**config.mk**
```make
export PLATFORM = sky130hd
export DESIGN_NAME = corefifo_rd_flags
export DESIGN_NICKNAME = d
export VERILOG_FILES = /design/src/rtl/corefifo_rd_flags.sv
export SDC_FILE = /design/constraint.sdc
export NUM_CORES = 1
export LEC_CHECK = 0
export CAP_MARGIN = 20
export CORE_ASPECT_RATIO = 0.9
export CORE_UTILIZATION = 35
export CTS_CLUSTER_DIAMETER = 30
export CTS_CLUSTER_SIZE = 40
export DETAILED_ROUTE_END_ITERATION = 8
export GPL_ROUTABILITY_DRIVEN = 0
export PLACE_DENSITY = 0.59
export SLEW_MARGIN = 20
export SYNTH_ARGS = -nofsm -noshare
export SYNTH_HDL_FRONTEND = slang
export SYNTH_SLANG_ARGS = --single-unit
```
**constraint.sdc**
```tcl
create_clock -name clk -period 7.8 [get_ports clk]
set_clock_uncertainty 0.05 [all_clocks]
set_input_delay 1.56 -clock clk [delete_from_list [all_inputs] [get_ports clk]]
set_output_delay 1.56 -clock clk [all_outputs]
set_load 0.01 [all_outputs]
```
**src/rtl/corefifo_rd_flags.sv**
```systemverilog
// Read-domain pointer and flag controller for the asynchronous COREFIFO.
// Keeps the binary/gray read pointer and derives the empty, almost-empty,
// fill-count and underflow flags from the synchronized gray write pointer.
module corefifo_rd_flags #(
   parameter int ADDRWIDTH = 3,
   parameter int AEVAL     = 2
) (
   input  logic                 clk,
   input  logic                 srstn,
   input  logic                 re,
   input  logic [ADDRWIDTH:0]   wptr_gray_sync,
   output logic [ADDRWIDTH:0]   rptr_gray,
   output logic [ADDRWIDTH-1:0] raddr,
   output logic                 rd_en_mem,
   output logic                 empty,
   output logic                 aempty,
   output logic [ADDRWIDTH:0]   rdcnt,
   output logic                 underflow
);

   localparam logic [ADDRWIDTH:0] AEVAL_W = AEVAL[ADDRWIDTH:0];

   logic [ADDRWIDTH:0] rptr_bin;
   logic [ADDRWIDTH:0] rptr_bin_next;
   logic [ADDRWIDTH:0] rptr_gray_next;
   logic [ADDRWIDTH:0] wptr_bin;
   logic [ADDRWIDTH:0] cnt_next;
   logic               rd_acc;
   // Low during reset and for the first edge after release, so a read
   // request that meets the reset-forced empty flag is not flagged.
   logic               run_q;

   assign rd_acc    = re & ~empty;
   assign rd_en_mem = rd_acc;
   assign raddr     = rptr_bin[ADDRWIDTH-1:0];

   // Gray-to-binary decode of the synchronized write pointer, MSB first
   always_comb begin
      wptr_bin = '0;
      wptr_bin[ADDRWIDTH] = wptr_gray_sync[ADDRWIDTH];
      for (int i = ADDRWIDTH - 1; i >= 0; i--)
         wptr_bin[i] = wptr_bin[i+1] ^ wptr_gray_sync[i];
   end

   // Next read pointer, its gray form and the resulting fill count
   always_comb begin
      rptr_bin_next  = rptr_bin + {{ADDRWIDTH{1'b0}}, rd_acc};
      rptr_gray_next = rptr_bin_next ^ (rptr_bin_next >> 1);
      cnt_next       = wptr_bin - rptr_bin_next;
   end

   // Pointer and flag registers; flags always reflect the post-read pointer
   always_ff @(posedge clk) begin
      if (!srstn) begin
         rptr_bin  <= '0;
         rptr_gray <= '0;
         empty     <= 1'b1;
         aempty    <= 1'b1;
         rdcnt     <= '0;
         underflow <= 1'b0;
         run_q     <= 1'b0;
      end else begin
         rptr_bin  <= rptr_bin_next;
         rptr_gray <= rptr_gray_next;
         empty     <= (rptr_gray_next == wptr_gray_sync);
         aempty    <= (cnt_next <= AEVAL_W);
         rdcnt     <= cnt_next;
         underflow <= re & empty & run_q;
         run_q     <= 1'b1;
      end
   end

endmodule

```
## Word-level counts from Yosys, hierarchy flattened

Cells that the tools add are included.

| operators by class | value |
|---|---|
| $add $sub $neg | 2 |
| equality and inequality tests | 1 |
| muxes and demuxes | 1 |
| magnitude comparators | 1 |
| bitwise operators | 8 |

Operators by type and width:

| kind | number |
|---|---|
| adder 4 x 1 -> 4 bit | 1 |
| equality test 4 bit | 1 |
| less-or-equal comparator 4 x 2 -> 1 bit (second input constant) | 1 |
| subtractor 4 bit | 1 |
| XOR 4 x 3 -> 4 bit | 1 |
| AND 1 bit | 3 |
| XOR 1 bit | 3 |
| two-way mux 1 bit | 1 |
| NOT 1 bit | 1 |

| storage, ports and cells | value |
|---|---|
| word-level logic and storage cells | 20 |
| output and inout port bits | 15 |
| input bits | 7 |
| register bits | 16 |

## Depth between registers and ports, before layout

| depth | value |
|---|---|
| word-level depth | 5 |
| depth in mapped cells | 10 |
| depth with buffers taken out | 10 |

## Least setup slack after synthesis

No wires, ideal clock.

| path | value |
|---|---|
| kind | in2reg |
| start point | input port re |
| end point | register aempty |
| setup slack | 4.047 ns |
| setup time | 0.124 ns |
| required time | 7.626 ns |
| path buffers | 0 |
| stages | 10 |
| arrival | 3.579 ns |
| path through | nor2b_1 ha_1 ha_1 inv_1 ha_1 nand2b_1 a21o_2 a311oi_2 mux2i_1 a211oi_2 |

| on the way | value |
|---|---|
| cells in the longest elaborated chain, start to end | 4 |

RTL lines:

| element | line | source |
|---|---|---|
| from (decl) | 10 | `input logic re,` |
| AND 1 bit | 33 | `assign rd_acc = re & ~empty;` |
| adder 4 x 1 -> 4 bit | 47 | `rptr_bin_next = rptr_bin + {{ADDRWIDTH{1'b0}}, rd_acc};` |
| via rptr_bin_next[1] | 24 | `logic [ADDRWIDTH:0] rptr_bin_next;` |
| subtractor 4 bit | 49 | `cnt_next = wptr_bin - rptr_bin_next;` |
| less-or-equal comparator 4 x 2 -> 1 bit | 66 | `aempty <= (cnt_next <= AEVAL_W);` |
| to (signal assigned) | 66 |  |
| to (decl) | 16 | `output logic aempty,` |

The timed path passes the listed nets, and every way through them passes these cells.
A chain may end at the register's enable or synchronous reset.

## Worst setup path in the final report

| path | value |
|---|---|
| start point | input port re |
| end point | output port rd_en_mem |

| on the way | value |
|---|---|
| cells in the longest elaborated chain, start to end | 1 |

RTL lines:

| element | line | source |
|---|---|---|
| AND 1 bit | 33 |  |
| to (decl) | 14 | `output logic rd_en_mem,` |

Every way passes these cells.

==> results_dict.tcl <==
set metrics [dict create \
    synth_top_family_by_area "simple AND/OR/NAND/NOR gates" \
    arrival_ns 2.76 \
    area_delta_synth_final_pct 35.9 \
    period_needed_ns 4.37 \
    max_freq_mhz 229 \
    drv_slew 0 \
    final_cell_mix "clkdlybuf4s50_1 (21), dfxtp_1 (15), xor2_1 (8)" \
    post-cts-setup-buffers 0 \
    synthArstFlopShare 0 \
    dr.pass1.iters 4 \
    h-tree-depth 1 \
    crit_path_start "re" \
    crit_required_ns 6.19 \
    p_sw_frac 0.288 \
    ios 22 \
    cp_num_buf_inv 2 \
    cp-start-kind "primary input" \
    synth-seq-cells 15 \
    ys_types 24 \
    cts_num_sinks 15 \
    vias 523 \
    r2r.worst_path.cells 10 \
    syn_area_per_cell_sq_um 10.9 \
    r2r_start "empty" \
    synthMuxAreaShare 0.0136 \
    hold_class "reg2reg" \
    power.density_nw_per_um2 186 \
    p_leak_nw 0.434 \
    post_drt_wl_per_cell_microns 10.4 \
    cts_tree "built" \
    syn-cell-area_sq_um 738 \
    grt.total_usage 0.130 \
    setup_viol 0 \
    dieArea_sq_um 2300 \
    cpMaxStageDelayCell "clkdlybuf4s50_1" \
    antenna_cells 0 \
    critPathTopFamily "buffers and inverters" \
    clk_pin_slew_worst_paths_ns 0.09 \
    drt-initial-drc-count 6 \
    synth_cells 68 \
    drc_errors 0 \
    fillers 197 \
    synth-edff-count 0 \
    power_switching_uw 53.8 \
    outcome "complete, no violations" \
    worst_setup_path_end_kind "output port" \
    drive_above_1_share 0.109 \
    power.share.sequential 0.462 \
    rr_endpoint "aempty" \
    cts_root_buf "clkbuf_4" \
    grt_pass1_wl_microns 2010 \
    synth_fp_nets 80 \
    ir_worst_vdd_v 0.0000657 \
    synth-compound-area-share 0.0678 \
    critPathMaxStageDelay_ns 0.56 \
    initial_utilization 0.378 \
    post-route-util 0.514 \
    synth_xor_area_frac 0.192 \
    die_x_microns 50.4 \
    pwr-share-comb 0.299 \
    fin_tns_setup_ns 0 \
    grt_setup_unrepaired "false" \
    ys_seq_area_frac 0.407 \
    die-height_microns 45.6 \
    power_uw 187 \
    cts_repair_resize_count 0 \
    io_buffer_count 21 \
    coreArea_sq_um 1950 \
    clk_latency_ns 0.28 \
    dp_slack_ns 3.43 \
    slew_headroom 0.729 \
    crit_cells 3 \
    ant_nets 0 \
    setup_ws_ns 3.43 \
    rrSetupSlack_ns 5.16 \
    wirelength_microns 1220 \
    hold_viol 0 \
    mostFrequentLayoutCell "clkdlybuf4s50_1" \
    internal-power_uw 133 \
    crit_chain "clkdlybuf4s50_1 -> nor2b_1 -> clkdlybuf4s50_1" \
    viasPerCell 4.47 \
    clock_path_buffers 2 \
    grt_max_degree 15 \
    nets 105 \
    ys.flop_type "dfxtp_1" \
    clkPwrFrac 0.239 \
    num_rows 15 \
    cts_made_buffers 3 \
    cp_common_cell "clkdlybuf4s50_1" \
    first_global_vias 464 \
    worst-slew-pin-transition_ns 0.406 \
    yosys.area_share.simple 0.195 \
    grt_overflow 0 \
    path_class "in2out" \
    yosys.area_share.adder 0.0949 \
    synth-warning-count 0 \
    crit_path_max_fanout 2 \
    hold_buffers 0 \
    cap_viol_max_count 0 \
    min_period_over_period 0.561 \
    hpwlAfterDp_microns 961 \
    antenna_found_initial 0 \
    timing.critical_path.to "rd_en_mem" \
]
worst register-to-register path, delay by kind of cell, from the launching register on:
| kind | cells | cell delay [ns] |
|---|---|---|
| AOI/OAI and AO/OA | 3 | 0.63 |
| adders and majority gates | 3 | 0.91 |
| buffers and inverters | 1 | 0.11 |
| DFF | 1 | 0.36 |
| muxes | 1 | 0.28 |
| and+or+nand+nor | 2 | 0.21 |
per-layer routing:
metal	global-route usage	wire length, microns
met5	0	0
met4	0.117	44
met3	0.0300	58
met2	0.192	532
met1	0.159	586
state kept, by name, summed over array words and instances, names as in the netlist:
| name | cells |
|---|---|
| empty | 1 |
| rdcnt | 4 |
| underflow | 1 |
| rptr_bin | 3 |
| rptr_gray | 4 |
| aempty | 1 |
| run_q | 1 |
power by group through the flow:
stage / registers, mW / logic, mW / clock network [mW]
after floorplan: 0.0922 / 0.0282 / 0
after global placement: 0.0879 / 0.0563 / 0
after detailed placement: 0.0883 / 0.0566 / 0
after CTS: 0.0864 / 0.0568 / 0.0468
after global routing: 0.0872 / 0.0624 / 0.0505
final: 0.0863 / 0.0560 / 0.0446
per-stage QoR:
| stage | instance area (sq um) | hold slack [ns] | std cells |
|---|---|---|---|
| 2_1_floorplan | 738 | 0.422 | 68 |
| 3_3_place_gp | 976 | 0.432 | 113 |
| 3_5_place_dp | 976 | 0.432 | 113 |
| 4_1_cts | 1000 | 0.461 | 117 |
| 5_1_grt | 1000 | 0.467 | 117 |
| 6_report | 1000 | 0.455 | 117 |
final cells by class:
| class | instances | area [sq um] | area share |
|---|---|---|---|
| Timing Repair Buffer | 21 | 210 | 0.209 |
| Clock inverter | 1 | 5.00 | 0.00499 |
| Inverter | 5 | 18.8 | 0.0187 |
| Multi-Input combinational cell | 47 | 415 | 0.414 |
| Clock buffer | 3 | 22.5 | 0.0224 |
| Tap cell | 25 | 31.3 | 0.0312 |
| Sequential cell | 15 | 300 | 0.299 |
cell usage after synthesis (2+ instances only):
master | n | share of area
and3_1 | 2 | 0.017
ha_1 | 4 | 0.068
xnor2_1 | 5 | 0.059
nand2_1 | 3 | 0.015
xor2_1 | 8 | 0.095
nor2b_1 | 3 | 0.025
dfxtp_1 | 15 | 0.41
and4_1 | 2 | 0.024
and2_1 | 6 | 0.051
nor3_1 | 2 | 0.014
inv_1 | 5 | 0.025
cell families (layout without fill, tap and decap cells):
kind of cell             after synthesis  in the layout
adder cells (fa/ha/maj)                5              5
multiplexers                           1              1
AO/OA/AOI/OAI                          5              5
flip-flops                            15             15
buffers and inverters                  6             30
XOR/XNOR                              14             14
AND/OR/NAND/NOR                       22             22
worst min path at each step:
stage,from,to,slack (ns),cells after the start
floorplan,run_q,underflow,0.42,1
global placement,run_q,underflow,0.43,1
detailed placement,run_q,underflow,0.43,1
global route,run_q,underflow,0.47,1
finish,run_q,underflow,0.46,1
CTS,run_q,underflow,0.46,1
No activity file was read; power rests on OpenSTA's default activity.
